[config.mk]
export PLATFORM = sky130hd
export DESIGN_NAME = down_counter_timer
export DESIGN_NICKNAME = d
export VERILOG_FILES = /design/src/rtl/down_counter_timer_pkg.sv /design/src/rtl/down_counter_timer.sv
export SDC_FILE = /design/constraint.sdc
export NUM_CORES = 1
export LEC_CHECK = 0
export BUFFER_PORTS_ARGS = -buffer_cell sky130_fd_sc_hd__buf_2
export CORE_ASPECT_RATIO = 0.8
export CORE_MARGIN = 1
export CORE_UTILIZATION = 30
export DETAILED_ROUTE_END_ITERATION = 7
export PLACE_DENSITY = 0.52
export SKIP_LAST_GASP = 1
export SLEW_MARGIN = 30
export SYNTH_ARGS = -nofsm -noshare
export SYNTH_HDL_FRONTEND = slang
export SYNTH_SLANG_ARGS = --single-unit
[constraint.sdc]
create_clock -name Clk -period 2.2 [get_ports Clk]
set_clock_uncertainty 0.15 [all_clocks]
set_input_delay 0.44 -clock Clk [delete_from_list [all_inputs] [get_ports Clk]]
set_output_delay 0.44 -clock Clk [all_outputs]
set_load 0.005 [all_outputs]
[src/rtl/down_counter_timer_pkg.sv]
// Shared definitions for the loadable down-counter timer.
package down_counter_timer_pkg;

   // Default counter width, common with the free-running up-counter.
   localparam int DEFAULT_WIDTH = 4;

   typedef enum logic {
      ST_IDLE = 1'b0,
      ST_RUN  = 1'b1
   } state_e;

endpackage

[src/rtl/down_counter_timer.sv]
// Loadable down-counter: counts a loaded value to zero on enabled cycles,
// emits a one-cycle Done pulse, and optionally reloads for periodic ticks.
module down_counter_timer
   import down_counter_timer_pkg::*;
#(
   parameter int WIDTH = DEFAULT_WIDTH
) (
   input  logic             Clk,
   input  logic             Reset,
   input  logic             Load,
   input  logic [WIDTH-1:0] D,
   input  logic             Start,
   input  logic             Enable,
   input  logic             AutoReload,
   input  logic             Abort,
   output logic [WIDTH-1:0] Q,
   output logic             Busy,
   output logic             Done,
   output logic             Zero
);

   localparam logic [WIDTH-1:0] ONE = {{(WIDTH-1){1'b0}}, 1'b1};

   state_e           state_q;
   logic [WIDTH-1:0] q_q;
   logic [WIDTH-1:0] reload_q;
   logic             done_q;

   // State, count, reload value and Done pulse; priority Reset > Abort > Load > Start > Enable.
   always_ff @(posedge Clk) begin
      if (Reset) begin
         state_q  <= ST_IDLE;
         q_q      <= '0;
         reload_q <= '0;
         done_q   <= 1'b0;
      end else begin
         done_q <= 1'b0;
         if (Abort) begin
            // Stop where we are; Q is kept so a later Start resumes from it.
            state_q <= ST_IDLE;
         end else begin
            case (state_q)
               ST_IDLE: begin
                  if (Load) begin
                     q_q      <= D;
                     reload_q <= D;
                  end else if (Start && (q_q != '0)) begin
                     // The Start edge itself never decrements.
                     state_q <= ST_RUN;
                  end
               end
               ST_RUN: begin
                  if (Enable) begin
                     if (q_q == ONE) begin
                        done_q <= 1'b1;
                        if (AutoReload) begin
                           q_q <= reload_q;
                        end else begin
                           q_q     <= '0;
                           state_q <= ST_IDLE;
                        end
                     end else if (q_q != '0) begin
                        // Q == 0 in RUN is unreachable; guard keeps it from wrapping.
                        q_q <= q_q - ONE;
                     end
                  end
               end
               default: state_q <= ST_IDLE;
            endcase
         end
      end
   end

   assign Q    = q_q;
   assign Busy = (state_q == ST_RUN);
   assign Done = done_q;

   // Zero is a plain decode of the registered count.
   assign Zero = (q_q == '0);

endmodule

[After elaboration in Yosys (flattened, before gate mapping)]
Index checks and enable logic that the tools add are counted.
Word-level totals
  register bits after elaboration: 10
  bits of input ports: 11
  output and inout bits: 7
  logic and storage cells: 32
Operators by class
  add/sub/neg operators: 1
  eq/ne operators: 4
  muxes and demuxes: 13
  bitwise operators: 3
  reductions and logical operators: 7
Operators by type and width (count)
  2-to-1 mux 4 bit: 5
  case mux 4 bit (2 select lines): 1
  2-to-1 mux 1 bit: 6
  equality test 4 x 1 -> 1 bit, second input constant: 1
  logical NOT 4 bit: 1
  != test 2 bit, second input constant: 2
  AND reduction 4 bit: 1
  nonzero test 4 bit: 1
  OR reduction 4 bit: 1
  subtractor 4 x 1 -> 4 bit, second input constant: 1
  != test 3 x 1 -> 1 bit, second input constant: 1
  inverter 1 bit: 3
  AND reduction 3 bit: 1
  case mux 1 bit (2 select lines): 1
  OR reduction 2 bit: 1
  logical AND 1 bit: 1

[Logic depth before layout (Yosys ltp)]
Gate-level depths: netlist (run 1).
  depth after elaboration: 5
  gate-level depth with buffers: 6

[Worst setup path before layout (run 1)]
No wires, ideal clock.
  kind: register to register
  start point: reg q_q[1], in the netlist Q[1]
  end point: reg q_q[2], in the netlist Q[2]
  data arrival time: 1771 ps
  setup slack: 193 ps
  stages on the path, launching flop included: 7
  clock period less this slack: 2007 ps
  path through: dfxtp_1 > inv_1 > ha_1 > or4b_4 > a41oi_4 > a21oi_2 > a221oi_2
On the way
  cells in the longest elaborated chain, start to end: 5
Ends and longest elaborated chain
  start: declaration: line down_counter_timer.sv:25  | logic [WIDTH-1:0] q_q;
  start signal: assignment: line down_counter_timer.sv:57  | q_q <= reload_q;
  start signal: assignment: line down_counter_timer.sv:64  | q_q <= q_q - ONE;
  subtractor 4 x 1 -> 4 bit: line down_counter_timer.sv:64
  2-to-1 mux 4 bit: line down_counter_timer.sv:62  | end else if (q_q != '0) begin
  2-to-1 mux 4 bit: line down_counter_timer.sv:54  | if (q_q == ONE) begin
  2-to-1 mux 4 bit: line down_counter_timer.sv:53  | if (Enable) begin
  case mux 4 bit (2 select lines): line down_counter_timer.sv:42  | case (state_q)
Parallel ways exist; a longest one is shown, timed or not. The select of a mux whose other input is x is not followed.
A chain may end at the register's enable or synchronous reset.

[Worst setup path after layout (run 1)]
Ends and elaborated chain as after synthesis.

==> results of run 1 <==
-- synthesized netlist by cell type --
library cell / count
nor2_1: 9
and3_1: 1
nor3b_1: 3
o41ai_1: 2
nand4_1: 1
dfxtp_1: 10
a41o_1: 1
a311oi_1: 2
nand3b_1: 2
inv_1: 6
a41oi_4: 1
clkbuf_1: 1
buf_2: 1
nand3_1: 1
mux2i_1: 4
ha_1: 3
a221oi_2: 2
o21ai_0: 1
o22ai_1: 1
nor3_1: 2
or4b_4: 1
o211ai_1: 1
xnor2_1: 1
nor3b_2: 1
nor4_1: 1
a21oi_2: 2
-- cell type report --
| type | count | area, um^2 | area share, % |
|---|---|---|---|
| inverter | 6 | 22.52 | 2.941 |
| timing repair buffer | 22 | 122.6 | 16.01 |
| multi-input combinational | 43 | 356.6 | 46.57 |
| tap | 22 | 27.53 | 3.595 |
| clock buffer | 4 | 36.28 | 4.739 |
| sequential | 10 | 200.2 | 26.14 |
-- state kept, by name, indices dropped and copies added, names as in the netlist --
signal	count
Q	4
reload_q	4
Busy	1
Done	1
-- power breakdown --
group	switching (uW)	internal (uW)	leakage (uW)
clock network	75.9	101	0.0000210
registers	11.1	190	0.0000817
logic	47.6	48.9	0.000217
-- per-layer routing --
layer | GRT usage [%] | part of all wire (%) | vias to the layer above
li1 | - | - | 278
met1 | 20.18 | 54 | 245
met2 | 19.74 | 38 | 18
met3 | 6.227 | 5.7 | 4
met4 | 9.189 | 2.2 | 0
met5 | 0 | 0 | -
-- through the flow --
| stage | hold slack, ns | power (uW) |
|---|---|---|
| 6_report | 0.2246 | 474.2 |
| 5_1_grt | 0.2469 | 491.0 |
| 4_1_cts | 0.2190 | 474.1 |
| 3_5_place_dp | 0.3285 | 297.8 |
| 3_3_place_gp | 0.3234 | 298.5 |
| 2_1_floorplan | 0.3016 | 261.4 |
-- kinds of logic (layout without fill, tap and decap cells) --
logic type / count (synthesis) / count (layout) / synth area share (%)
muxes: 4 / 4 / 6.809
DFF: 10 / 10 / 34.04
xor gates and xnor gates: 1 / 1 / 1.490
adders and majority gates: 3 / 3 / 6.384
AOI/OAI and AO/OA: 13 / 13 / 23.62
buffers and inverters: 8 / 32 / 5.317
and+or+nand+nor: 22 / 22 / 22.34
-- worst min path at each step --
stage / from / to / depth (start not counted)
finish: Abort / Done$_SDFF_PP0_ / 2
global route: Abort / Done$_SDFF_PP0_ / 2
CTS: Abort / Done$_SDFF_PP0_ / 2
detailed placement: reload_q[2]$_SDFFE_PP0P_ / reload_q[2]$_SDFFE_PP0P_ / 2
global placement: reload_q[2]$_SDFFE_PP0P_ / reload_q[2]$_SDFFE_PP0P_ / 2
floorplan: reload_q[2]$_SDFFE_PP0P_ / reload_q[2]$_SDFFE_PP0P_ / 2
-- worst max-delay path, cell delays in order, from the launching register on --
cell and delay, ns:
dfxtp_1 0.39, inv_1 0.11, ha_1 0.24, or4b_4 0.51
a41oi_4 0.29, a21oi_2 0.06, a221oi_2 0.23
==> impl_metrics.csv, run 1 <==
group,metric,value,unit
run_status,status,"completed",
synthesis,synth_top_area_share,34.04,%
cells_and_area,drive_gt1_share,38.82,%
clock_network,cts.sinks,10,
routing,ant_nets,0,
grt,gr-usage-all-layers,15.11,%
timing,final-setup-viol-count,0,
place,dpl_cell_area,714.4,um^2
clock_network,worst_skew_pair.late_latency,0.28,ns
clock_network,postCtsHoldBufs,0,
routing,dr.pass1.iters,4,
routing,num_vias,545,
critical_path,reg2regPathDepth,6,
cells_and_area,fin_nets,100,
synthesis,yosysSeqAreaShare,34.04,%
timing,fmax,0.4878,GHz
cells_and_area,nFillCells,179,
clock_network,path_clk_slew,0.08,ns
routing,routedWlPerCell,13.42,um
cells_and_area,fin_cells,107,
critical_path,cp.arrival,2.10,ns
clock_network,cts_tree,"yes",
floorplanning,rows,13,
grt,grt_overflow,0,
routing,first_iter_violations,18,
timing,slew_headroom,73.44,%
critical_path,crit_type,"reg2reg",
clock_network,cts_buffer_depth,2,
critical_path,crit_required,2.25,ns
clock_network,post_cts_buffers,0,
floorplanning,start_util,34.11,%
critical_path,cp-start-kind,"register",
clock_network,cts_buffers,3,
grt,antenna_found_initial,0,
timing,period_share,93.19,%
grt,grt_max_degree,13,
critical_path,critPathLaunch,"Q[1]$_SDFFE_PP0P_",
floorplanning,dieArea,2142,um^2
place,dp.cells,101,
timing,fin_tns_setup,0,ns
cells_and_area,antenna_cells,0,
synthesis,synth_seq_cells,10,
grt,grt_pass1_vias,508,
timing,post-route-min-period,2.050,ns
synthesis,yosysWarnings,0,
clock_network,h-tree-depth,1,
critical_path,r2r-end,"Q[2]$_SDFFE_PP0P_",
floorplanning,die_h,41.60,um
critical_path,reg2reg_from,"Q[1]$_SDFFE_PP0P_",
synthesis,syn_nets,75,
synthesis,ys_top_cells_by_area,"dfxtp_1, mux2i_1, ha_1",
clock_network,ctsResizeCount,0,
critical_path,crit_fanout,8,
cells_and_area,final_common_cell,"buf_2",
cells_and_area,area_delta_synth_final,30.21,%
critical_path,crit_path_end_kind,"register",
place,place_congestion,0.8585,
timing,tightestPinTransition,0.3978,ns
critical_path,worstSetupEndpoint,"Q[2]$_SDFFE_PP0P_",
routing,drc_errors,0,
grt,grt_pass1_wl,2.318,mm
power,p_leak,0.0003199,uW
routing,vias_per_cell,5.093,
synthesis,postSynthCellCount,61,
power,vdd_drop_max,0.0002625,V
floorplanning,pin_count,18,
synthesis,yosysTopAreaCell,"dfxtp_1",
cells_and_area,final_cell_mix,"buf_2, dfxtp_1, nor2_1, inv_1, buf_4",
place,pre_cts_slack,0.08138,ns
routing,drt-total-wl,1.436,mm
place,io_buffers,17,
floorplanning,die_x,51.50,um
timing,hold_viol,0,
timing,fin_ws,0.1499,ns
power,pwr_density_cell,619.3,nW/um^2
timing,grt_setup_unrepaired,"false",
synthesis,ys_types,26,
synthesis,syn_area_per_cell,9.640,um^2
clock_network,root_buffer,"clkbuf_4",
timing,maxSlewViolCount,0,
floorplanning,coreArea,1724,um^2
cells_and_area,fin_area,765.7,um^2
synthesis,synthesis.area,588.1,um^2
flow_run,max_cap_viol_count,0,
cells_and_area,post-route-util,44.41,%
critical_path,reg2reg_slack,0.15,ns
hold_path,hold_class,"in2reg",
No activity file was read; power rests on OpenSTA's default activity.
==> run 2, diff against run 1 <==
- CORE_AREA: default -> 2 2 39 41
- CORE_ASPECT_RATIO: 0.8 -> default
- CORE_MARGIN: 1 -> default
- CORE_UTILIZATION: 30 -> default
- DIE_AREA: default -> 0 0 41 43
- PLACE_DENSITY: 0.52 -> 0.71
- clock period: 2.2 -> 2.1 ns (I/O delays scaled with it)
==> impl_metrics.csv, run 2 (synthesized netlist as in run 1, its figures left out) <==
group,metric,value,unit
critical_path,crit_path_end_kind,"register",
routing,ant_nets,0,
cells_and_area,area_delta_synth_final,25.32,%
critical_path,r2r-end,"Q[2]$_SDFFE_PP0P_",
clock_network,path_clk_slew,0.06,ns
flow_run,max_cap_viol_count,0,
floorplanning,dieArea,1763,um^2
grt,grt_overflow,0,
critical_path,crit_fanout,7,
timing,fmax,0.5100,GHz
routing,dr.pass1.iters,4,
hold_path,hold_class,"in2reg",
critical_path,reg2regPathDepth,6,
clock_network,cts.sinks,10,
critical_path,cp.arrival,1.98,ns
power,vdd_drop_max,0.0002967,V
routing,drc_errors,0,
routing,vias_per_cell,5.525,
timing,hold_viol,0,
clock_network,post_cts_buffers,0,
routing,routedWlPerCell,13.41,um
routing,num_vias,547,
place,place_congestion,0.7686,
power,pwr_density_cell,593.8,nW/um^2
timing,fin_tns_setup,0,ns
critical_path,cp-start-kind,"register",
floorplanning,die_h,43,um
hold_path,whs_path_depth,2,
cells_and_area,final_common_cell,"buf_2",
clock_network,cts_buffer_depth,2,
critical_path,reg2reg_slack,0.14,ns
grt,grt_pass1_vias,499,
timing,grt_setup_unrepaired,"false",
timing,final-setup-viol-count,0,
timing,slew_headroom,74.73,%
floorplanning,rows,14,
hold_path,hp-start,"Abort",
power,p_leak,0.0003083,uW
grt,gr-usage-all-layers,18.47,%
cells_and_area,fin_nets,99,
hold_path,hold_end,"Done$_SDFF_PP0_",
clock_network,h-tree-depth,1,
grt,antenna_found_initial,0,
routing,first_iter_violations,19,
timing,period_share,93.38,%
clock_network,cts_buffers,3,
power,total_power,437.6,uW
place,io_buffers,17,
clock_network,worst_skew_pair.late_latency,0.26,ns
cells_and_area,antenna_cells,0,
place,dp_hpwl,1.026,mm
cells_and_area,final_cell_mix,"buf_2, dfxtp_1, nor2_1, inv_1",
floorplanning,coreArea,1384,um^2
critical_path,crit_required,2.12,ns
cells_and_area,drive_gt1_share,37.35,%
grt,grt_max_degree,13,
clock_network,cts_tree,"yes",
floorplanning,pin_count,18,
floorplanning,start_util,42.50,%
clock_network,root_buffer,"clkbuf_4",
grt,grt_pass1_wl,2.132,mm
critical_path,crit_type,"reg2reg",
timing,maxSlewViolCount,0,
routing,drt-total-wl,1.328,mm
run_status,status,"completed",
timing,tightestPinTransition,0.3785,ns
timing,post-route-min-period,1.961,ns
floorplanning,die_x,41,um
critical_path,reg2reg_from,"Q[0]$_SDFFE_PP0P_",
[run 2: repair_timing]
item | 4_1_cts | 5_1_grt
resized for setup | 0 | 0
setup endpoints to repair | 0 | 1
hold buffers | 0 | 0
[run 2: worst max path at each step]
stage               cells past startpoint                 to         startpoint
global route                            4               Zero  Q[0]$_SDFFE_PP0P_
CTS                                     6  Q[2]$_SDFFE_PP0P_  Q[1]$_SDFFE_PP0P_
global placement                        6  Q[2]$_SDFFE_PP0P_  Q[1]$_SDFFE_PP0P_
floorplan                               6  Q[2]$_SDFFE_PP0P_  Q[1]$_SDFFE_PP0P_
detailed placement                      6  Q[2]$_SDFFE_PP0P_  Q[1]$_SDFFE_PP0P_
finish                                  6  Q[2]$_SDFFE_PP0P_  Q[0]$_SDFFE_PP0P_
[run 2: final cells by class]
| cell class | instances | area (um^2) |
|---|---|---|
| clock buffer | 3 | 22.52 |
| inverter | 6 | 22.52 |
| timing repair buffer | 21 | 115.1 |
| fill | 136 | 646.9 |
| sequential | 10 | 200.2 |
| multi-input combinational | 43 | 356.6 |
| tap | 16 | 20.02 |
[run 2: worst max-delay path: stages, from the launching register on]
cell and delay (ns):
dfxtp_1 0.37, inv_1 0.12, ha_1 0.18, or4b_4 0.48
a41oi_4 0.26, a21oi_2 0.07, a221oi_2 0.24
[run 2: report_power, final]
group / switching, uW / internal (uW)
registers: 11.4 / 199
logic: 49.9 / 50.2
clock network: 60.8 / 66.0
[run 2: routing by layer]
| metal | GRT usage [%] | wire [um] | vias up |
|---|---|---|---|
| li1 | - | - | 273 |
| met1 | 20.92 | 603 | 244 |
| met2 | 27.81 | 613 | 26 |
| met3 | 4.712 | 72 | 4 |
| met4 | 14.00 | 38 | 0 |
| met5 | 0 | 0 | - |
[run 2: per-stage QoR]
| step | worst slack, ns | instances | utilization [%] | hold slack (ns) | area (um^2) |
|---|---|---|---|---|---|
| 5_1_grt | 0.06947 | 99 | 53.25 | 0.2110 | 737.0 |
| 3_5_place_dp | 0.08673 | 96 | 51.63 | 0.3223 | 714.4 |
| 2_1_floorplan | 0.09265 | 61 | - | 0.3016 | 588.1 |
| 6_report | 0.1391 | 99 | 53.25 | 0.2323 | 737.0 |
| 3_3_place_gp | 0.1534 | 96 | 51.63 | 0.3188 | 714.4 |
| 4_1_cts | 0.07251 | 99 | 53.25 | 0.2239 | 737.0 |
